===== src/rtl/alu_arb_pkg.sv =====
`default_nettype none
// ============================================================================
// Module      : alu_arb_pkg
// Description : Shared state encoding and default widths for the ALU arbiter.
// Revision    : 1.0 - initial release
// ============================================================================
package alu_arb_pkg;

    // Default operand/result and op-select widths of the shared ALU
    localparam int DATA_W_DEF = 8;
    localparam int SEL_W_DEF  = 3;

    // Largest supported requester count; grant indices are 3 bits wide
    localparam int MAX_N_REQ  = 8;

    // Sequencer states, explicit 2-bit encoding
    typedef enum logic [1:0] {
        ST_IDLE    = 2'd0,
        ST_ISSUE   = 2'd1,
        ST_CAPTURE = 2'd2,
        ST_RESP    = 2'd3
    } arb_state_t;

endpackage : alu_arb_pkg
`default_nettype wire


===== src/rtl/alu_arbiter_rr_arbiter.sv =====
`default_nettype none
// ============================================================================
// Module      : rr_arbiter
// Description : Combinational round-robin pick. Searches the request vector
//               starting one past the last winner, wrapping modulo N_REQ.
// Revision    : 1.0 - initial release
// ============================================================================
module rr_arbiter
    import alu_arb_pkg::*;
#(
    parameter int N_REQ = 3
) (
    input  logic [N_REQ-1:0] req,
    input  logic [2:0]       last,
    output logic [N_REQ-1:0] gnt,
    output logic [2:0]       idx,
    output logic             any
);

    logic [3:0] cand;

    // Walk candidates last+1 .. last+N_REQ (mod N_REQ); first valid one wins
    always_comb begin
        any  = 1'b0;
        idx  = 3'd0;
        cand = 4'd0;
        gnt  = '0;
        for (int k = 1; k <= N_REQ; k++) begin
            cand = {1'b0, last} + 4'(k);
            if (cand >= 4'(N_REQ)) begin
                cand = cand - 4'(N_REQ);
            end
            for (int j = 0; j < N_REQ; j++) begin
                if (!any && req[j] && (cand == 4'(j))) begin
                    any = 1'b1;
                    idx = 3'(j);
                end
            end
        end
        for (int j = 0; j < N_REQ; j++) begin
            gnt[j] = any && (idx == 3'(j));
        end
    end

endmodule : rr_arbiter
`default_nettype wire


===== src/rtl/alu_arbiter.sv =====
`default_nettype none
// ============================================================================
// Module      : alu_arbiter
// Description : Shares one PrimitiveALU between N_REQ requesters. Requests are
//               accepted round-robin, issued to the ALU for two cycles, and the
//               captured result is returned over a per-requester response
//               handshake. One operation in flight, 4 cycles minimum each.
// Options     : ALU_ARBITER_STATS_EN adds a saturating 16-bit op_count output.
// Revision    : 1.0 - initial release
// ============================================================================
module alu_arbiter
    import alu_arb_pkg::*;
#(
    parameter int N_REQ  = 3,
    parameter int DATA_W = DATA_W_DEF,
    parameter int SEL_W  = SEL_W_DEF
) (
    input  logic                    clk,
    input  logic                    rst,
    input  logic [N_REQ-1:0]        req_valid,
    output logic [N_REQ-1:0]        req_ready,
    input  logic [N_REQ*DATA_W-1:0] req_a,
    input  logic [N_REQ*DATA_W-1:0] req_b,
    input  logic [N_REQ*SEL_W-1:0]  req_sel,
    output logic [N_REQ-1:0]        resp_valid,
    input  logic [N_REQ-1:0]        resp_ready,
    output logic [DATA_W-1:0]       resp_out,
    output logic                    resp_flag,
    output logic                    alu_load,
    output logic [DATA_W-1:0]       alu_in_a,
    output logic [DATA_W-1:0]       alu_in_b,
    output logic [SEL_W-1:0]        alu_select,
    input  logic [DATA_W-1:0]       alu_out,
    input  logic                    alu_flag,
    output logic                    busy,
    output logic [2:0]              grant_id
`ifdef ALU_ARBITER_STATS_EN
    ,
    output logic [15:0]             op_count
`endif
);

    arb_state_t        state_q, state_d;
    logic [2:0]        last_q,  last_d;
    logic [2:0]        grant_q, grant_d;
    logic [DATA_W-1:0] a_q,     a_d;
    logic [DATA_W-1:0] b_q,     b_d;
    logic [SEL_W-1:0]  sel_q,   sel_d;
    logic [DATA_W-1:0] res_q,   res_d;
    logic              flag_q,  flag_d;
    logic              resp_hs;

`ifdef ALU_ARBITER_STATS_EN
    logic [15:0]       count_q, count_d;
`endif

    logic [N_REQ-1:0]  rr_gnt;
    logic [2:0]        rr_idx;
    logic              rr_any;

    rr_arbiter #(
        .N_REQ (N_REQ)
    ) u_rr (
        .req  (req_valid),
        .last (last_q),
        .gnt  (rr_gnt),
        .idx  (rr_idx),
        .any  (rr_any)
    );

    // Next-state, datapath latching and all handshake/ALU outputs
    always_comb begin
        state_d    = state_q;
        last_d     = last_q;
        grant_d    = grant_q;
        a_d        = a_q;
        b_d        = b_q;
        sel_d      = sel_q;
        res_d      = res_q;
        flag_d     = flag_q;
        resp_hs    = 1'b0;
        req_ready  = '0;
        resp_valid = '0;
        alu_load   = 1'b0;
        alu_in_a   = '0;
        alu_in_b   = '0;
        alu_select = '0;
`ifdef ALU_ARBITER_STATS_EN
        count_d    = count_q;
`endif

        case (state_q)
            ST_IDLE: begin
                // Grant is visible combinationally; payload captured on the edge
                if (rr_any) begin
                    req_ready = rr_gnt;
                    grant_d   = rr_idx;
                    state_d   = ST_ISSUE;
                    for (int i = 0; i < N_REQ; i++) begin
                        if (rr_gnt[i]) begin
                            a_d   = req_a[i*DATA_W +: DATA_W];
                            b_d   = req_b[i*DATA_W +: DATA_W];
                            sel_d = req_sel[i*SEL_W +: SEL_W];
                        end
                    end
                end
            end

            ST_ISSUE: begin
                alu_load   = 1'b1;
                alu_in_a   = a_q;
                alu_in_b   = b_q;
                alu_select = sel_q;
                state_d    = ST_CAPTURE;
            end

            ST_CAPTURE: begin
                // Operands held a second cycle so the ALU output is settled here
                alu_load   = 1'b1;
                alu_in_a   = a_q;
                alu_in_b   = b_q;
                alu_select = sel_q;
                res_d      = alu_out;
                flag_d     = alu_flag;
                state_d    = ST_RESP;
            end

            ST_RESP: begin
                // Only the granted requester's valid/ready pair participates
                for (int i = 0; i < N_REQ; i++) begin
                    if (grant_q == 3'(i)) begin
                        resp_valid[i] = 1'b1;
                        resp_hs       = resp_ready[i];
                    end
                end
                if (resp_hs) begin
                    last_d  = grant_q;
                    state_d = ST_IDLE;
`ifdef ALU_ARBITER_STATS_EN
                    if (count_q != 16'hFFFF) begin
                        count_d = count_q + 16'd1;
                    end
`endif
                end
            end

            default: begin
                state_d = ST_IDLE;
            end
        endcase
    end

    // State and datapath registers; reset drops any in-flight operation
    always_ff @(posedge clk or negedge rst) begin
        if (!rst) begin
            state_q <= ST_IDLE;
            last_q  <= 3'(N_REQ - 1);
            grant_q <= 3'd0;
            a_q     <= '0;
            b_q     <= '0;
            sel_q   <= '0;
            res_q   <= '0;
            flag_q  <= 1'b0;
        end else begin
            state_q <= state_d;
            last_q  <= last_d;
            grant_q <= grant_d;
            a_q     <= a_d;
            b_q     <= b_d;
            sel_q   <= sel_d;
            res_q   <= res_d;
            flag_q  <= flag_d;
        end
    end

`ifdef ALU_ARBITER_STATS_EN
    // Completed-response counter, saturating at all ones
    always_ff @(posedge clk or negedge rst) begin
        if (!rst) begin
            count_q <= 16'd0;
        end else begin
            count_q <= count_d;
        end
    end

    assign op_count = count_q;
`endif

    assign resp_out  = res_q;
    assign resp_flag = flag_q;
    assign busy      = (state_q != ST_IDLE);
    assign grant_id  = grant_q;

endmodule : alu_arbiter
`default_nettype wire

===== config.mk =====
export PLATFORM = sky130hd
export DESIGN_NAME = alu_arbiter
export DESIGN_NICKNAME = d
export VERILOG_FILES = /design/src/rtl/alu_arb_pkg.sv /design/src/rtl/alu_arbiter_rr_arbiter.sv /design/src/rtl/alu_arbiter.sv
export SDC_FILE = /design/constraint.sdc
export NUM_CORES = 1
export LEC_CHECK = 0
export BUFFER_PORTS_ARGS = -buffer_cell sky130_fd_sc_hd__clkbuf_2
export CELL_PAD_IN_SITES_DETAIL_PLACEMENT = 0
export CELL_PAD_IN_SITES_GLOBAL_PLACEMENT = 1
export CORE_ASPECT_RATIO = 1.75
export CORE_MARGIN = 3
export CORE_UTILIZATION = 36
export DETAILED_ROUTE_END_ITERATION = 10
export GPL_TIMING_DRIVEN = 0
export PLACE_DENSITY = 0.83
export SLEW_MARGIN = 40
export SYNTH_ARGS = -nofsm -noshare
export SYNTH_HDL_FRONTEND = slang
export SYNTH_SLANG_ARGS = --single-unit

===== constraint.sdc =====
create_clock -name clk -period 4.3 [get_ports clk]
set_clock_uncertainty 0.15 [all_clocks]
set_input_delay 0.43 -clock clk [delete_from_list [all_inputs] [get_ports clk]]
set_output_delay 0.43 -clock clk [all_outputs]
set_load 0.02 [all_outputs]

==> results.toml <==
[route]
routed_wl_um = 6660
viasPerCell = 4.94
vias = 2238
wire_per_inst_um = 14.7
drc = 0
ant_nets = 0
detail_route.iter0.violations = 82
dr.pass1.iters = 4

[critical_path]
critical_path_buf_inv_count = 3
max_stage_delay_ns = 0.55
crit_family = "flip-flops"
crit_chain = "inv_1 > ha_1 > nor2b_1 > a2111o_1 > clkbuf_1 > nor2_1 > clkbuf_2"
cp.arrival_ns = 2.50
required_ns = 3.72
worstSetupEndpointType = "primary output"
path_class = "reg -> out"
slowest_stage = "dfstp_2"
start_kind = "flop"
path_max_fanout = 10

[pwr]
cellPowerDensity_nw_per_um2 = 818
leakage_nw = 1.55
ir_worst_vdd_v = 0.000293
total_power_w = 0.00259

[logic_synthesis]
synth_xor_area_share_pct = 0
synth_nets = 333
synth_simple_gate_area_share_pct = 16.1
yosys_warnings = 0
ys.flop_type = "dfrtp_1"
ys_ff_latch = 34
muxShareOfSynthArea_pct = 5.61
syn-cell-area_um2 = 2390
seq_area_frac_synth_pct = 35.7
yosys.cell_types.count = 37
syn_area_per_cell_um2 = 9.44
post_synth_fa_ha_maj_area_fraction_pct = 3.14
synth_cells = 253
synth_compound_area_share_pct = 32.8
synth_top_family_by_area = "compound AO/OA/AOI/OAI gates"
async_reset_ff_share_pct = 100
synth_edf_count = 0

[sta]
tightest_slew_ns = 0.541
fin_tns_setup_ns = 0
maxSlewHeadroom_pct = 63.9
grt_setup_unrepaired = "no"
fin_crit_sh_pct = 71.5
slew_violations = 0
fmax_mhz = 325
layout_min_cycle_time_ns = 3.08
setup_viol = 0
finalHoldViolCount = 0

[floorplanning]
core_area_um2 = 6320
dieHeight_um = 114
start_util_pct = 37.8
die_x_um = 67.6
dieArea_um2 = 7690
io_pins = 113
placementRows = 38

[grt]
grt.total_usage_pct = 18.5
antenna_found_initial = 0
grt_overflow = 0
grt_max_degree = 35
grt_pass1_wl_um = 10800
grt_pass1_vias = 2410

[finish]
diodes = 0
area_growth_syn_to_layout_pct = 32.5
stdcell_count = 453
layout.cells.most_common_list = "110 x clkbuf_2, 33 x dfrtp_1, 25 x nor2_1"
design_area_um2 = 3170
nNetsFinal = 452
drive_gt1_share_pct = 54.2
mostFrequentLayoutCell = "clkbuf_2"

[placed_design]
placed_area_um2 = 3050
dpl.hpwl_um = 5240
placed_cells = 444
port_buffers = 111
gp_congestion = 0.839

[job]
max_cap_violations = 0

[cts]
cts_tree = "done"
cts.sink_count = 34
cts_buffers = 5
h-tree-depth = 2
cts-root-buf = "clkbuf_8"
clock_path_buffers = 2
clk_latency_ns = 0.28
clkSlewWorstSetupHoldPaths_ns = 0.07
cts_resized = 0

[min_path]
hold_path.class = "in -> reg"

[status]
status = "completed"
[metrics by stage]
step | hold WS (ns) | util, % | setup slack, ns
final | 0.223 | 50.1 | 1.22
after global routing | 0.224 | 50.1 | 1.08
after CTS | 0.218 | 50.1 | 1.22
after detailed placement | 0.300 | 48.2 | 1.55
after global placement | 0.308 | 48.1 | 1.55
after floorplan | -0.0156 | - | 1.73
[where the power goes]
part / internal (W) / switching [W] / total [W]
sequential: 0.000487 / 0.0000846 / 0.000572
clock: 0.000171 / 0.000125 / 0.000296
combinational: 0.000678 / 0.00104 / 0.00172
total: 0.00134 / 0.00125 / 0.00259
[worst reg2reg max path, cell delays in order, from the launching register on]
cell	delay, ns
dfstp_2	0.55
inv_1	0.06
ha_1	0.33
nand2b_1	0.14
buf_2	0.19
clkbuf_1	0.33
o21ai_0	0.22
o21ai_2	0.19
a21oi_2	0.05
o31ai_2	0.20
[cell families after synthesis]
family          Yosys count
compound gates           91
fa+ha+maj                 6
buf+inv                  29
flops                    34
mux                      12
other cells               1
simple gates             80
[path summary, 6_finish.rpt]
check | start | end | slack [ns] | cells past startpoint
max in group asynchronous | rst | last_q[1] | 3.12 | 2
max | last_q[1] | req_ready[2] | 1.22 | 7
max reg2reg | last_q[1] | sel_q[1] | 1.81 | 9
min reg2reg | sel_q[0] | sel_q[0] | 0.33 | 2
min | alu_out[6] | resp_out[6] | 0.22 | 2
min in group asynchronous | rst | state_q[0] | 0.52 | 2
[sequential cells by signal, indices dropped and copies added, names as in the netlist]
| name | flops |
|---|---|
| a_q | 8 |
| b_q | 8 |
| grant_id | 2 |
| last_q | 2 |
| resp_flag | 1 |
| resp_out | 8 |
| sel_q | 3 |
| state_q | 2 |
[final cells by class]
class,count,area (um2)
Buffer,20,121
Clock buffer,5,68.8
Clock inverter,3,40.0
Fill cell,622,3160
Inverter,9,33.8
Multi-Input combinational cell,190,1380
Sequential cell,34,852
Tap cell,80,100
Timing Repair Buffer,112,568
[repair_timing]
item | CTS | global route
endpoints found under the hold margin | 33 | 0
hold buffers | 1 | 0
buffers inserted | 0 | 0
[cells in the mapped netlist, drive strengths merged (2+ instances only)]
library cell / number / area share [%]
nand2b: 3 / 0.79
buf: 13 / 4.0
inv: 9 / 1.4
nor2: 25 / 3.9
ha: 6 / 3.1
o31ai: 20 / 11
o21ai: 43 / 12
nor2b: 3 / 0.79
clkbuf: 7 / 1.1
and2: 20 / 5.2
mux2: 11 / 5.2
nand2: 23 / 3.6
a21boi: 2 / 0.63
dfrtp: 33 / 35
a21oi: 21 / 7.4
[per-layer routing]
layer  routed length (um)  GRT usage (%)  vias to the layer above
met5                    0              0                        -
met4                  184           8.40                        0
met3                  318           2.36                       15
met2                 3760           34.8                       67
met1                 2400           19.3                     1045
li1                     -              -                     1111
Power figures use the tool's default switching activity.
